File: src/rtl/spi_master_arbiter.sv
// spi_master_arbiter
// Round-robin arbiter that shares one SPI link among NREQ requesters.
// Each grant moves one byte MSB first. mosi changes on the falling edge of
// sclk and miso is captured on that same falling edge. The slave samples
// mosi on the rising edge of sclk. Every output comes straight from a flop.
module spi_master_arbiter #(
  parameter int NREQ    = 4,
  parameter int CLK_DIV = 2,
  parameter int CS_GAP  = 2
) (
  input  logic              clk,
  input  logic              rst,
  input  logic [NREQ-1:0]   req,
  input  logic [8*NREQ-1:0] tx_data,
  output logic [NREQ-1:0]   grant,
  output logic [NREQ-1:0]   done,
  output logic [7:0]        rx_data,
  output logic              busy,
  output logic              sclk,
  output logic              cs,
  output logic              mosi,
  input  logic              miso
);

  localparam int PW = (NREQ > 1) ? $clog2(NREQ) : 1;
  localparam int CW = $clog2(CLK_DIV + CS_GAP + 1);

  localparam logic [CW-1:0] DIV_LAST   = CW'(CLK_DIV - 1);
  localparam logic [CW-1:0] GAP_LAST   = CW'(CS_GAP - 1);
  localparam logic [PW-1:0] LAST_OWNER = PW'(NREQ - 1);
  localparam logic [3:0]    HALF_LAST  = 4'd15;

  typedef enum logic [2:0] {
    ST_IDLE  = 3'd0,
    ST_SETUP = 3'd1,
    ST_XFER  = 3'd2,
    ST_HOLD  = 3'd3,
    ST_GAP   = 3'd4
  } state_t;

  state_t state_r, state_s;

  logic [CW-1:0]   cnt_r, cnt_s;
  logic [3:0]      half_r, half_s;
  logic [PW-1:0]   owner_r, owner_s;
  logic [PW-1:0]   rr_r, rr_s;
  logic [6:0]      tx_sh_r, tx_sh_s;
  logic [7:0]      rx_sh_r, rx_sh_s;
  logic [NREQ-1:0] grant_r, grant_s;
  logic [NREQ-1:0] done_r, done_s;
  logic [7:0]      rx_data_r, rx_data_s;
  logic            busy_r, busy_s;
  logic            sclk_r, sclk_s;
  logic            cs_r, cs_s;
  logic            mosi_r, mosi_s;
  logic [PW-1:0]   sel_owner_s;
  logic [7:0]      sel_byte_s;
  logic            half_end_s;

  // First requester at or above ptr, wrapping around past NREQ-1.
  function automatic logic [PW-1:0] pick_owner(input logic [NREQ-1:0] r,
                                               input logic [PW-1:0]   ptr);
    logic [PW-1:0] sel;
    logic [PW:0]   sum;
    logic          hit;
    sel = ptr;
    hit = 1'b0;
    for (int i = 0; i < NREQ; i++) begin
      sum = {1'b0, ptr} + (PW+1)'(i);
      if (sum >= (PW+1)'(NREQ)) begin
        sum = sum - (PW+1)'(NREQ);
      end
      if (!hit && r[sum[PW-1:0]]) begin
        sel = sum[PW-1:0];
        hit = 1'b1;
      end
    end
    return sel;
  endfunction

  // Byte lane idx of the packed tx_data bus.
  function automatic logic [7:0] pick_byte(input logic [8*NREQ-1:0] d,
                                           input logic [PW-1:0]     idx);
    logic [7:0] b;
    b = 8'd0;
    for (int i = 0; i < NREQ; i++) begin
      if (PW'(i) == idx) begin
        b = d[8*i +: 8];
      end
    end
    return b;
  endfunction

  // State register.
  always_ff @(posedge clk) begin
    if (rst) begin
      state_r <= ST_IDLE;
    end else begin
      state_r <= state_s;
    end
  end

  // Next-state logic. Each phase ends on the last cycle of its counter.
  always_comb begin
    state_s = state_r;
    case (state_r)
      ST_IDLE:  if (|req) state_s = ST_SETUP; else state_s = ST_IDLE;
      ST_SETUP: if (cnt_r == DIV_LAST) state_s = ST_XFER; else state_s = ST_SETUP;
      ST_XFER:  if (half_end_s && (half_r == HALF_LAST)) state_s = ST_HOLD;
                else state_s = ST_XFER;
      ST_HOLD:  if (cnt_r == DIV_LAST) state_s = ST_GAP; else state_s = ST_HOLD;
      ST_GAP:   if (cnt_r == GAP_LAST) state_s = ST_IDLE; else state_s = ST_GAP;
      default:  state_s = ST_IDLE;
    endcase
  end

  assign half_end_s = (cnt_r == DIV_LAST);

  // Output and datapath next values. These are registered below, so each
  // pin changes on the same edge as the state it belongs to.
  always_comb begin
    cnt_s       = cnt_r;
    half_s      = half_r;
    owner_s     = owner_r;
    rr_s        = rr_r;
    tx_sh_s     = tx_sh_r;
    rx_sh_s     = rx_sh_r;
    grant_s     = grant_r;
    done_s      = '0;
    rx_data_s   = rx_data_r;
    busy_s      = busy_r;
    sclk_s      = sclk_r;
    cs_s        = cs_r;
    mosi_s      = mosi_r;
    sel_owner_s = pick_owner(req, rr_r);
    sel_byte_s  = pick_byte(tx_data, sel_owner_s);
    case (state_r)
      ST_IDLE: begin
        cnt_s  = '0;
        half_s = 4'd0;
        sclk_s = 1'b0;
        if (|req) begin
          grant_s = NREQ'(1) << sel_owner_s;
          owner_s = sel_owner_s;
          tx_sh_s = sel_byte_s[6:0];
          mosi_s  = sel_byte_s[7];
          busy_s  = 1'b1;
          cs_s    = 1'b0;
        end else begin
          busy_s  = 1'b0;
          cs_s    = 1'b1;
        end
      end
      ST_SETUP: begin
        if (cnt_r == DIV_LAST) cnt_s = '0;
        else cnt_s = cnt_r + CW'(1);
      end
      ST_XFER: begin
        if (half_end_s) begin
          cnt_s  = '0;
          half_s = half_r + 4'd1;
          sclk_s = ~sclk_r;
          // Falling edge: capture miso, then present the next tx bit
          // unless this was the eighth falling edge.
          if (sclk_r) begin
            rx_sh_s = {rx_sh_r[6:0], miso};
            if (half_r != HALF_LAST) begin
              mosi_s  = tx_sh_r[6];
              tx_sh_s = {tx_sh_r[5:0], 1'b0};
            end else begin
              mosi_s  = mosi_r;
            end
          end else begin
            rx_sh_s = rx_sh_r;
          end
        end else begin
          cnt_s = cnt_r + CW'(1);
        end
      end
      ST_HOLD: begin
        sclk_s = 1'b0;
        if (cnt_r == DIV_LAST) begin
          cnt_s     = '0;
          cs_s      = 1'b1;
          rx_data_s = rx_sh_r;
          done_s    = grant_r;
          grant_s   = '0;
          // The owner just served drops to lowest priority.
          if (owner_r == LAST_OWNER) rr_s = '0;
          else rr_s = owner_r + PW'(1);
        end else begin
          cnt_s = cnt_r + CW'(1);
        end
      end
      ST_GAP: begin
        cs_s = 1'b1;
        if (cnt_r == GAP_LAST) begin
          cnt_s  = '0;
          busy_s = 1'b0;
        end else begin
          cnt_s  = cnt_r + CW'(1);
        end
      end
      default: begin
        cnt_s   = '0;
        half_s  = 4'd0;
        grant_s = '0;
        busy_s  = 1'b0;
        sclk_s  = 1'b0;
        cs_s    = 1'b1;
      end
    endcase
  end

  // Datapath and output registers.
  always_ff @(posedge clk) begin
    if (rst) begin
      cnt_r     <= '0;
      half_r    <= 4'd0;
      owner_r   <= '0;
      rr_r      <= '0;
      tx_sh_r   <= 7'd0;
      rx_sh_r   <= 8'd0;
      grant_r   <= '0;
      done_r    <= '0;
      rx_data_r <= 8'd0;
      busy_r    <= 1'b0;
      sclk_r    <= 1'b0;
      cs_r      <= 1'b1;
      mosi_r    <= 1'b0;
    end else begin
      cnt_r     <= cnt_s;
      half_r    <= half_s;
      owner_r   <= owner_s;
      rr_r      <= rr_s;
      tx_sh_r   <= tx_sh_s;
      rx_sh_r   <= rx_sh_s;
      grant_r   <= grant_s;
      done_r    <= done_s;
      rx_data_r <= rx_data_s;
      busy_r    <= busy_s;
      sclk_r    <= sclk_s;
      cs_r      <= cs_s;
      mosi_r    <= mosi_s;
    end
  end

  assign grant   = grant_r;
  assign done    = done_r;
  assign rx_data = rx_data_r;
  assign busy    = busy_r;
  assign sclk    = sclk_r;
  assign cs      = cs_r;
  assign mosi    = mosi_r;

endmodule

File: config.mk
export PLATFORM = sky130hd
export DESIGN_NAME = spi_master_arbiter
export DESIGN_NICKNAME = d
export VERILOG_FILES = /design/src/rtl/spi_master_arbiter.sv
export SDC_FILE = /design/constraint.sdc
export NUM_CORES = 1
export LEC_CHECK = 0
export CAP_MARGIN = 20
export CORE_MARGIN = 4
export CORE_UTILIZATION = 49
export DETAILED_ROUTE_END_ITERATION = 7
export GPL_TIMING_DRIVEN = 0
export MAX_ROUTING_LAYER = met4
export PLACE_DENSITY = 0.85
export SETUP_SLACK_MARGIN = 0.4
export SYNTH_ARGS = -nofsm -noshare
export SYNTH_HDL_FRONTEND = slang
export SYNTH_SLANG_ARGS = --single-unit
File: constraint.sdc
create_clock -name clk -period 2.35 [get_ports clk]
set_clock_uncertainty 0.05 [all_clocks]
set_input_delay 0.5875 -clock clk [delete_from_list [all_inputs] [get_ports clk]]
set_output_delay 0.5875 -clock clk [all_outputs]
set_load 0.01 [all_outputs]
==> results.md <==
- Outcome: finished, final reports clean
- Worst setup path start: grant[1]
- Fin Hold WS: 0.402 ns
- Slowest-stage cell, CP: clkdlybuf4s50_1
- Layout cells sized above 1: between 15 and 20%
- Reg2reg setup slack: 0.51 ns
- Fin. Hold Viols: 0
- Pwr/cell area: between 500 and 600 nW/um^2
- Final GP Congestion: 0.810
- Synthesis-to-finish area growth: 38.2%
- Async SR Flop Fraction: 0%
- RSZ-0062 raised after global routing: no
- Crit-path cells: clkdlybuf4s50_1
- Placed cell area: 3000 sq um
- R2R cell count: 8
- Final Setup Violations: 0
- Root Buffer: clkbuf_8
- Vias in the first global route: 2,059
- Mean Syn Cell Area: 8.78 sq um
- Register area share after synthesis: 42.0%
- CTS tree: done
- Worst slew margin: about 65%
- CP Class: flop to output pin
- Residual DRC count: 0
- Pin count of the biggest net entering global routing: 15
- Starting Density: ~52%
- Worst-path clk slew: 0.09 ns
- Syn Nets: approximately 310
- Delay of the slowest critical-path stage: between 0.5 and 0.6 ns
- Num ports: between 50 and 60
- Clock Path Buffers: 2
- Main synth FF type: dfxtp_1
- Antenna Nets Post-Route: 0
- Final worst slack: 0.482 ns
- Vias/cell: approximately 5.8
- Via Count: about 2,300
- Worst reg2reg startpoint: rr_r[0]
- Nets: 379
- Worst path required time: roughly 1.7 ns
- Hold Startpoint: rx_sh_r[7]
- Synth cell types: 52
- TritonRoute pass-1 iters: 4
- Crit path depth: 1
- Routed wire length: approximately 6100 um
- Final global-route overflow total: 0
- Crit Reg-Reg Endpoint: tx_sh_r[0]
- Initial antenna violation count: 0
- Final period utilization: slightly below 80%
- Most frequent cells in the layout: clkdlybuf4s50_1, dfxtp_1, nand2_1
- Gate count after technology mapping: 266
- Tot GR Track Use: between 20% and 30%
- Hold Crit Depth: 2
- Core area: approximately 4500 sq um
- Full die area: 5930 sq um
- Hold-fix buffers at CTS: 0
- Site Rows: 24
- Number of diodes: 0
- First-pass GRT wire length: around 10000 um
- Die Height: around 77 um
- Dpl ws: -0.465 ns
- Final instance area: 3230 sq um
- Number of port buffers: 57
- H-Tree Depth: 2
- Number of synthesized flops with an enable pin: 0
- Static Leak: 1.19 nW
- CTS buffer count: 5
- WL per Instance: 15.6 um
- Yosys reg bits: ~50
- Crit. End Element: output pin
- Chip width: approximately 77 um
- VDD IR max: 0.403 mV
- Power Total: 1.81 mW
- Crit path buffers/inverters: 1
- Clock latency on the worst-skew pair: about 0.30 ns
- Min-Delay Endpoint: rx_data[7]
- Slew @ Worst Pin: about 0.53 ns
- Most common cell after layout, fill and taps aside: clkdlybuf4s50_1
- Arrival time worst endpoint: 1.23 ns
- Fmax: 535 MHz
- CTS sink count: about 50
- Worst min path class: flop to flop
- Fin crit period: roughly 1.9 ns
- Crit path max fanout: 3
- Critical Path Start Type: flop
- Hpwl dp: roughly 4300 um
- Delay-heaviest family, CP: buffers and inverters
- Slew Viols, Final: 0
- 1st-iter DRT viols: 98
- Synth Warn #: 0
- Max-cap check violation count: 0
- Synth Cell Area: 2330 sq um
state kept, by name, indices dropped and copies added (netlist names), 3 cells and up:
| register | count |
|---|---|
| rx_data | 8 |
| rx_sh_r | 8 |
| tx_sh_r | 7 |
| done | 4 |
| grant | 4 |
| half_r | 4 |
| cnt_r | 3 |
| state_r | 3 |
layer usage:
| metal | track usage (%) | up-vias | routed length (um) |
|---|---|---|---|
| met5 | - | - | 0 |
| met4 | 4.80 | 0 | 74 |
| met3 | 4.33 | 10 | 358 |
| met2 | 35.1 | 59 | 3040 |
| met1 | 25.7 | 1080 | 2590 |
| li1 | - | 1101 | - |
stage by stage:
stage,util (%),instances,TNS [ns]
global route,72.1,389,0
floorplan,-,266,0
global placement,67.0,375,-4.33
finish,72.1,389,0
detailed placement,67.0,375,-4.38
CTS,70.7,385,0
synthesized netlist by cell type (2+ instances only):
library cell	number	area [sq um]
xor2_1	3	26.3
nor3_1	13	65.1
inv_1	2	7.51
a211oi_1	7	52.6
a22oi_1	5	37.5
nor2_1	24	90.1
a21oi_1	21	105
o22ai_1	8	50.1
nand2_1	25	93.8
and3_1	2	12.5
clkbuf_1	7	26.3
xnor2_1	2	17.5
and2_1	5	31.3
inv_2	4	15.0
mux2i_1	12	120
buf_2	7	35.0
o21ai_0	4	20.0
a21o_1	2	15.0
a32oi_1	3	26.3
a211o_1	3	26.3
o21ai_1	4	20.0
ha_1	4	50.1
o221ai_1	6	52.6
a211oi_2	2	25.0
nor2b_1	5	31.3
dfxtp_1	49	981
nor3b_1	2	15.0
nand3_1	3	15.0
nand2b_1	6	37.5
buf_1	2	7.51
and2b_1	3	22.5
worst reg2reg max path: cells and delay by family (launching register included):
family / cells / cell delay [ns]
buf+inv: 2 / 0.32
compound gates: 4 / 0.53
simple gates: 2 / 0.39
flops: 1 / 0.44
report_power, final:
part | switching [mW] | internal [mW] | total [mW]
clock | 0.271 | 0.266 | 0.537
sequential | 0.0260 | 0.870 | 0.896
combinational | 0.188 | 0.185 | 0.372
total | 0.485 | 1.32 | 1.81
worst max-delay path by stage:
stage            endpoint  slack, ns
2_1_floorplan  tx_sh_r[5]       0.40
3_3_place_gp   tx_sh_r[0]      -0.49
3_5_place_dp   tx_sh_r[0]      -0.46
4_1_cts        tx_sh_r[2]       0.41
5_1_grt        rx_data[2]       0.37
6_report         grant[1]       0.48
what timing repair did:
item,4_1_cts,5_1_grt
resized for setup,18,19
cloned,0,0
endpoints found under the hold margin,0,0
buffers inserted,2,4
setup endpoints to repair,35,31
pin swaps,4,4
cells by family (layout without fill, tap and decap cells):
logic type               after synthesis  in the layout  share of synthesized area, %
adder cells (fa/ha/maj)                4              4                          2.14
buffers and inverters                 23             94                          4.07
AND/OR/NAND/NOR                      101            101                          22.9
multiplexers                          12             12                          5.14
AO/OA/AOI/OAI                         72             72                          21.9
flip-flops                            49             49                          42.0
XOR/XNOR                               5              5                          1.88
cell type report:
class	count	area (sq um)
clock inverters	1	5.00
fillers	352	1250
flip-flops and latches	49	982
plain buffers	16	96.3
well taps	52	65.1
repair buffers	63	623
multi-input cells	194	1330
inverters	7	26.3
clock buffers	7	96.3
(Power assumes the default switching activity.)
==> patch 1, RTL diff (config.mk and constraints unchanged) <==
The parameter `NREQ` goes from 4 to 8.
--- a/src/rtl/spi_master_arbiter.sv
+++ b/src/rtl/spi_master_arbiter.sv
@@ -5,5 +5,5 @@
 // mosi on the rising edge of sclk. Every output comes straight from a flop.
 module spi_master_arbiter #(
-  parameter int NREQ    = 4,
+  parameter int NREQ    = 8,
   parameter int CLK_DIV = 2,
   parameter int CS_GAP  = 2
Interface: changed (resized done, grant, req and tx_data); port bits go from 59 to 103. No check against the original RTL was run, so the function may have changed too.
==> patch 1 against the original RTL <==
- the run now ends with setup timing left
- area after synthesis grew 65%
- global-route usage up 6.2 points
- sequential cell count up 10
- design area up 91%
- cell count grew 83%
- clock power rose by 81%
- setup slack worse by 1800 ps
- synthesized cell count is 65% higher
- power rose by 59%
- via count rose by 94%
- wire length up 130%
- largest cell class unchanged
- combinational power is 120% higher
==> patch 1: results (changes against the original RTL) <==
Global route
The via count of the first global-routing pass is 4,190 (+100%). The maximum number of pins on one net before global-route repair is 14 (-1).

Finish
The filler-free cell count of the finished design came to 711 (+83%). The antenna diode count was 0 (unchanged). The share of post-route cells with drive strength above 1 is 0.312 (+0.149). The number of filler cells placed in the layout is 436 (+24%). The number of nets in the final layout came to 686 (+81%).

Setup path
The arrival time at the worst endpoint is 3810 ps (+2580 ps). The worst reg2reg path depth is 18 (+10). In this run the critical register-to-register path is launched from rr_r[1]$_SDFFE_PP0P_. The maximum fanout count along the critical path is 8 (+5).

Clocking
The number of gates resized after cts came to 53 (+35). The clock latency reported for the late side of the worst-skew pair was 350 ps (+50 ps). The number of buffers on the longest clock path is 2 (unchanged). The level count of the clock H-tree is 3 (+1). The number of buffers added for setup after CTS is 32 (+30). The number of clock buffers inserted by TritonCTS is 9 (+4).

STA
The number of endpoints failing setup at the final stage is 19 (+19). The setup slack of the critical path after layout is -1280 ps (-1760 ps). The final sum of negative setup slack is -20,070 ps (-20,070 ps).

Worst hold path
The end point of the most critical hold path is cnt_r[0]$_SDFF_PP0_. In this run the most critical hold path is launched from cnt_r[0]$_SDFF_PP0_. The number of cells on the worst hold path was 1 (-1).

Drt
The first-pass iteration count of the detailed router is 5 (+1). The post-detailed-route via-to-cell ratio is 6.15 (+6.3%). The violation count after the first detailed-routing iteration is 371 (+280%).

Synth
By area the synthesized netlist is led by dfxtp_1, mux2_2, mux4_2. The portion of the post-synthesis area used by sequential elements was 0.306 (-0.114). The async set-or-reset flop fraction in the synthesized netlist is 0 (unchanged).

The synthesized net count is 522 (+69%).

Run status
The flow ran to the end, but the final reports show violations. The checks that failed: setup timing.

Power and ir drop
The total leakage power is 2.40 nW (+100%). The worst vdd rail ir drop is 0.586 mV (+45%).

Place
The post-placement cell area is 5090 µm² (+70%). The final weighted congestion in routability-driven placement was 0.903 (+11%). The number of buffer cells added on primary ports is 102 (+79%).

The cell count after placement is 644 (+72%). The detailed-placement wirelength estimate came to 8610 µm (+99%). The post-placement worst setup slack is -1760 ps (-1290 ps).
patch 1: area by class of cell:
| cell class | count | area (µm²) | share of cell area |
|---|---|---|---|
| sequential | 59 | 1190 | 0.194 |
| buffer | 24 | 191 | 0.0311 |
| clock inverter | 7 | 80.1 | 0.0130 |
| timing repair buffer | 153 | 1500 | 0.244 |
| clock buffer | 9 | 124 | 0.0202 |
| inverter | 8 | 45.0 | 0.00733 |
| tap | 102 | 128 | 0.0208 |
| multi-input combinational | 349 | 2890 | 0.470 |
patch 1: metal layers:
metal | routed length (µm) | global-route usage | vias to the layer above
met5 | 0 | - | -
met4 | 490 | 0.102 | 0
met3 | 1060 | 0.0512 | 58
met2 | 7030 | 0.459 | 251
met1 | 5340 | 0.317 | 2112
li1 | - | - | 1951
patch 1: worst max path at each step:
stage,startpoint,endpoint,slack [ps],depth (start not counted)
3_5_place_dp,req[2],tx_sh_r[0]$_SDFFE_PP0P_,-1760,10
3_3_place_gp,req[2],tx_sh_r[0]$_SDFFE_PP0P_,-1670,10
5_1_grt,rr_r[0]$_SDFFE_PP0P_,tx_sh_r[3]$_SDFFE_PP0P_,-1380,16
4_1_cts,rr_r[1]$_SDFFE_PP0P_,tx_sh_r[5]$_SDFFE_PP0P_,-1100,17
2_1_floorplan,rr_r[0]$_SDFFE_PP0P_,tx_sh_r[0]$_SDFFE_PP0P_,-1000,14
6_report,rr_r[1]$_SDFFE_PP0P_,tx_sh_r[0]$_SDFFE_PP0P_,-1280,18
patch 1: per-stage QoR:
stage | hold slack, ps | util
global placement | 381 | 0.663
global route | 405 | 0.800
floorplan | 371 | -
detailed placement | 399 | 0.663
finish | 382 | 0.800
CTS | 413 | 0.747
patch 1: logic make-up (layout without fill, tap and decap cells):
| group | Yosys count | after routing | share of synthesized area |
|---|---|---|---|
| mux | 57 | 57 | 0.205 |
| flops | 59 | 59 | 0.306 |
| fa+ha+maj | 7 | 7 | 0.0227 |
| xor+xnor | 8 | 8 | 0.0201 |
| buf+inv | 32 | 201 | 0.0428 |
| compound gates | 93 | 93 | 0.173 |
| simple gates | 184 | 184 | 0.230 |
patch 1: critical path, stage by stage, from the launching register on:
cell	delay [ps]
dfxtp_4	360
buf_8	110
inv_8	30
ha_4	250
buf_8	100
buf_8	110
mux4_2	550
mux2i_4	200
buf_6	130
nand2b_4	110
o32ai_2	60
a211o_1	260
buf_6	130
a32oi_4	240
buf_12	150
nor3_4	50
buf_12	150
a221oi_4	330
o31ai_2	110
patch 1: report_power, final:
group | total (mW) | switching (mW) | internal (mW)
combinational | 0.826 | 0.396 | 0.430
clock | 0.970 | 0.464 | 0.506
sequential | 1.07 | 0.0317 | 1.04
total | 2.87 | 0.892 | 1.98
==> patch 2, RTL diff (same settings) <==
Made on the original files. Re-encode `state_t` (5 states) as Gray code, 3 bits wide.
--- a/src/rtl/spi_master_arbiter.sv
+++ b/src/rtl/spi_master_arbiter.sv
@@ -32,9 +32,9 @@
 
   typedef enum logic [2:0] {
-    ST_IDLE  = 3'd0,
-    ST_SETUP = 3'd1,
-    ST_XFER  = 3'd2,
-    ST_HOLD  = 3'd3,
-    ST_GAP   = 3'd4
+    ST_IDLE  = 3'b000,
+    ST_SETUP = 3'b001,
+    ST_XFER  = 3'b011,
+    ST_HOLD  = 3'b010,
+    ST_GAP   = 3'b110
   } state_t;
 
Check against the original RTL: no difference found for any inputs over 10 cycles, from zero or initial values and one cycle with rst high; not proved beyond that.
==> patch 2 against the original RTL <==
- maximum frequency fell by 3.3%
- sequential cell count did not move
- setup slack got worse by 63 ps
- power rose by 13%
- design area rose by 9.3%
- hold slack improved by 7.5 ps
- area after synthesis rose by 6.7%
- wire length rose by 15%
- critical path depth rose by 7
- largest power group unchanged
==> patch 2: results (changes against the original RTL) <==
Run status
The run finished with clean final reports.

Place
The number of buffer cells added on primary ports is 56 (-1.8%). The post-placement worst setup slack is -416 ps (+48.4 ps). The cell count after placement is 416 (+11%).

The detailed-placement wirelength estimate is 4740 µm (+9.6%). The post-placement cell area is 3150 µm² (+5.1%).

Drt
The detailed route wirelength on metal2 came to 3460 µm (+14%). The vias after detailed routing is 2,427 (+7.9%). The met1 routed wirelength after detailed routing is 3040 µm (+17%). The routed length on met3 is 357 µm (-0.28%).

The wire length per cell is 15.9 µm (+2.3%). The violation count after the first detailed-routing iteration is 171 (+74%).

Setup path
The maximum fanout count along the critical path is 8 (+5). The biggest cell delay along the critical path is 500 ps (-50 ps). The arrival time at the worst endpoint is 2060 ps (+830 ps).

The worst-path cell with the longest stage delay is or4_4.

Power and ir drop
The clock network power consumption is 717 µW (+34%). The fraction of power spent switching nets was 0.258 (-0.0101). The power density of the placed cells was 576 nW/µm² (+3.0%). The worst vdd rail ir drop was 0.598 mV (+48%).

Finish
The number of nets in the final layout is 414 (+9.2%). The filler-free cell count of the finished design is 439 (+13%). The share of post-route cells with drive strength above 1 was 0.169 (+0.00615).

Synth
The synthesized net count is 336 (+8.7%). The per-instance average area after synthesis came to 8.50 µm² (-3.1%). The number of distinct standard cells referenced by the synthesized netlist came to 54 (+3.8%). Sorting the synthesized cells by area gives the leading types as dfxtp_1, nand2_1, nor2_1. Counting instances in the post-synthesis netlist gives the leading cell types as dfxtp_1, nand2_1, nor2_1.

STA
The actual transition at the worst max-transition pin is 614 ps (+86.5 ps).

Global route
The met1 track demand over resource was 0.267 (+0.0108). The met2 usage was 0.375 (+0.0244). The maximum number of pins on one net before global-route repair is 17 (+2). The via count of the first global-routing pass came to 2,335 (+13%). The first-pass GRT wire length came to 10,800 µm (+9.0%). The global-route total usage across every layer was 0.223 (+0.0147). The fraction of met3 tracks used by global routing is 0.0522 (+0.00883).

Clocking
The clock latency reported for the late side of the worst-skew pair is 310 ps.
-- patch 2: worst paths after layout --
| kind | from | to | slack [ps] | depth (start not counted) |
|---|---|---|---|---|
| setup reg to reg | rr_r[0]$_SDFFE_PP0P_ | tx_sh_r[4]$_SDFFE_PP0P_ | 420 | 8 |
| setup / recovery | req[0] | tx_sh_r[3]$_SDFFE_PP0P_ | 420 | 8 |
| hold / removal | rx_sh_r[7]$_SDFFE_PP0P_ | rx_data[7]$_SDFFE_PP0P_ | 410 | 2 |
| hold reg to reg | rx_sh_r[7]$_SDFFE_PP0P_ | rx_data[7]$_SDFFE_PP0P_ | 410 | 2 |
-- patch 2: logic make-up after synthesis --
family | after synthesis | share of synthesized area
AOI/OAI and AO/OA | 80 | 0.207
adders and majority gates | 4 | 0.0201
buffers and inverters | 20 | 0.0482
and+or+nand+nor | 126 | 0.277
DFF | 49 | 0.394
xor gates and xnor gates | 5 | 0.0176
muxes | 9 | 0.0362
-- patch 2: worst max-delay path, delay by kind of cell --
kind                   cells  cell delay (ps)
and+or+nand+nor            3              710
AOI/OAI and AO/OA          3              440
buffers and inverters      2              300
-- patch 2: area by class of cell --
type	count	area [µm²]	area share
multi-input cells	224	1490	0.422
flip-flops and latches	49	985	0.279
repair buffers	71	687	0.195
plain buffers	17	134	0.0380
well taps	67	83.8	0.0238
clock buffers	5	68.8	0.0195
clock inverters	3	68.8	0.0195
inverters	3	11.3	0.00319
-- patch 2: timing repair --
action | 4_1_cts | 5_1_grt
pin swaps | 2 | 12
gates cloned | 0 | 2
endpoints found under the setup margin | 24 | 21
buffers inserted | 2 | 11
gates resized for setup | 19 | 23
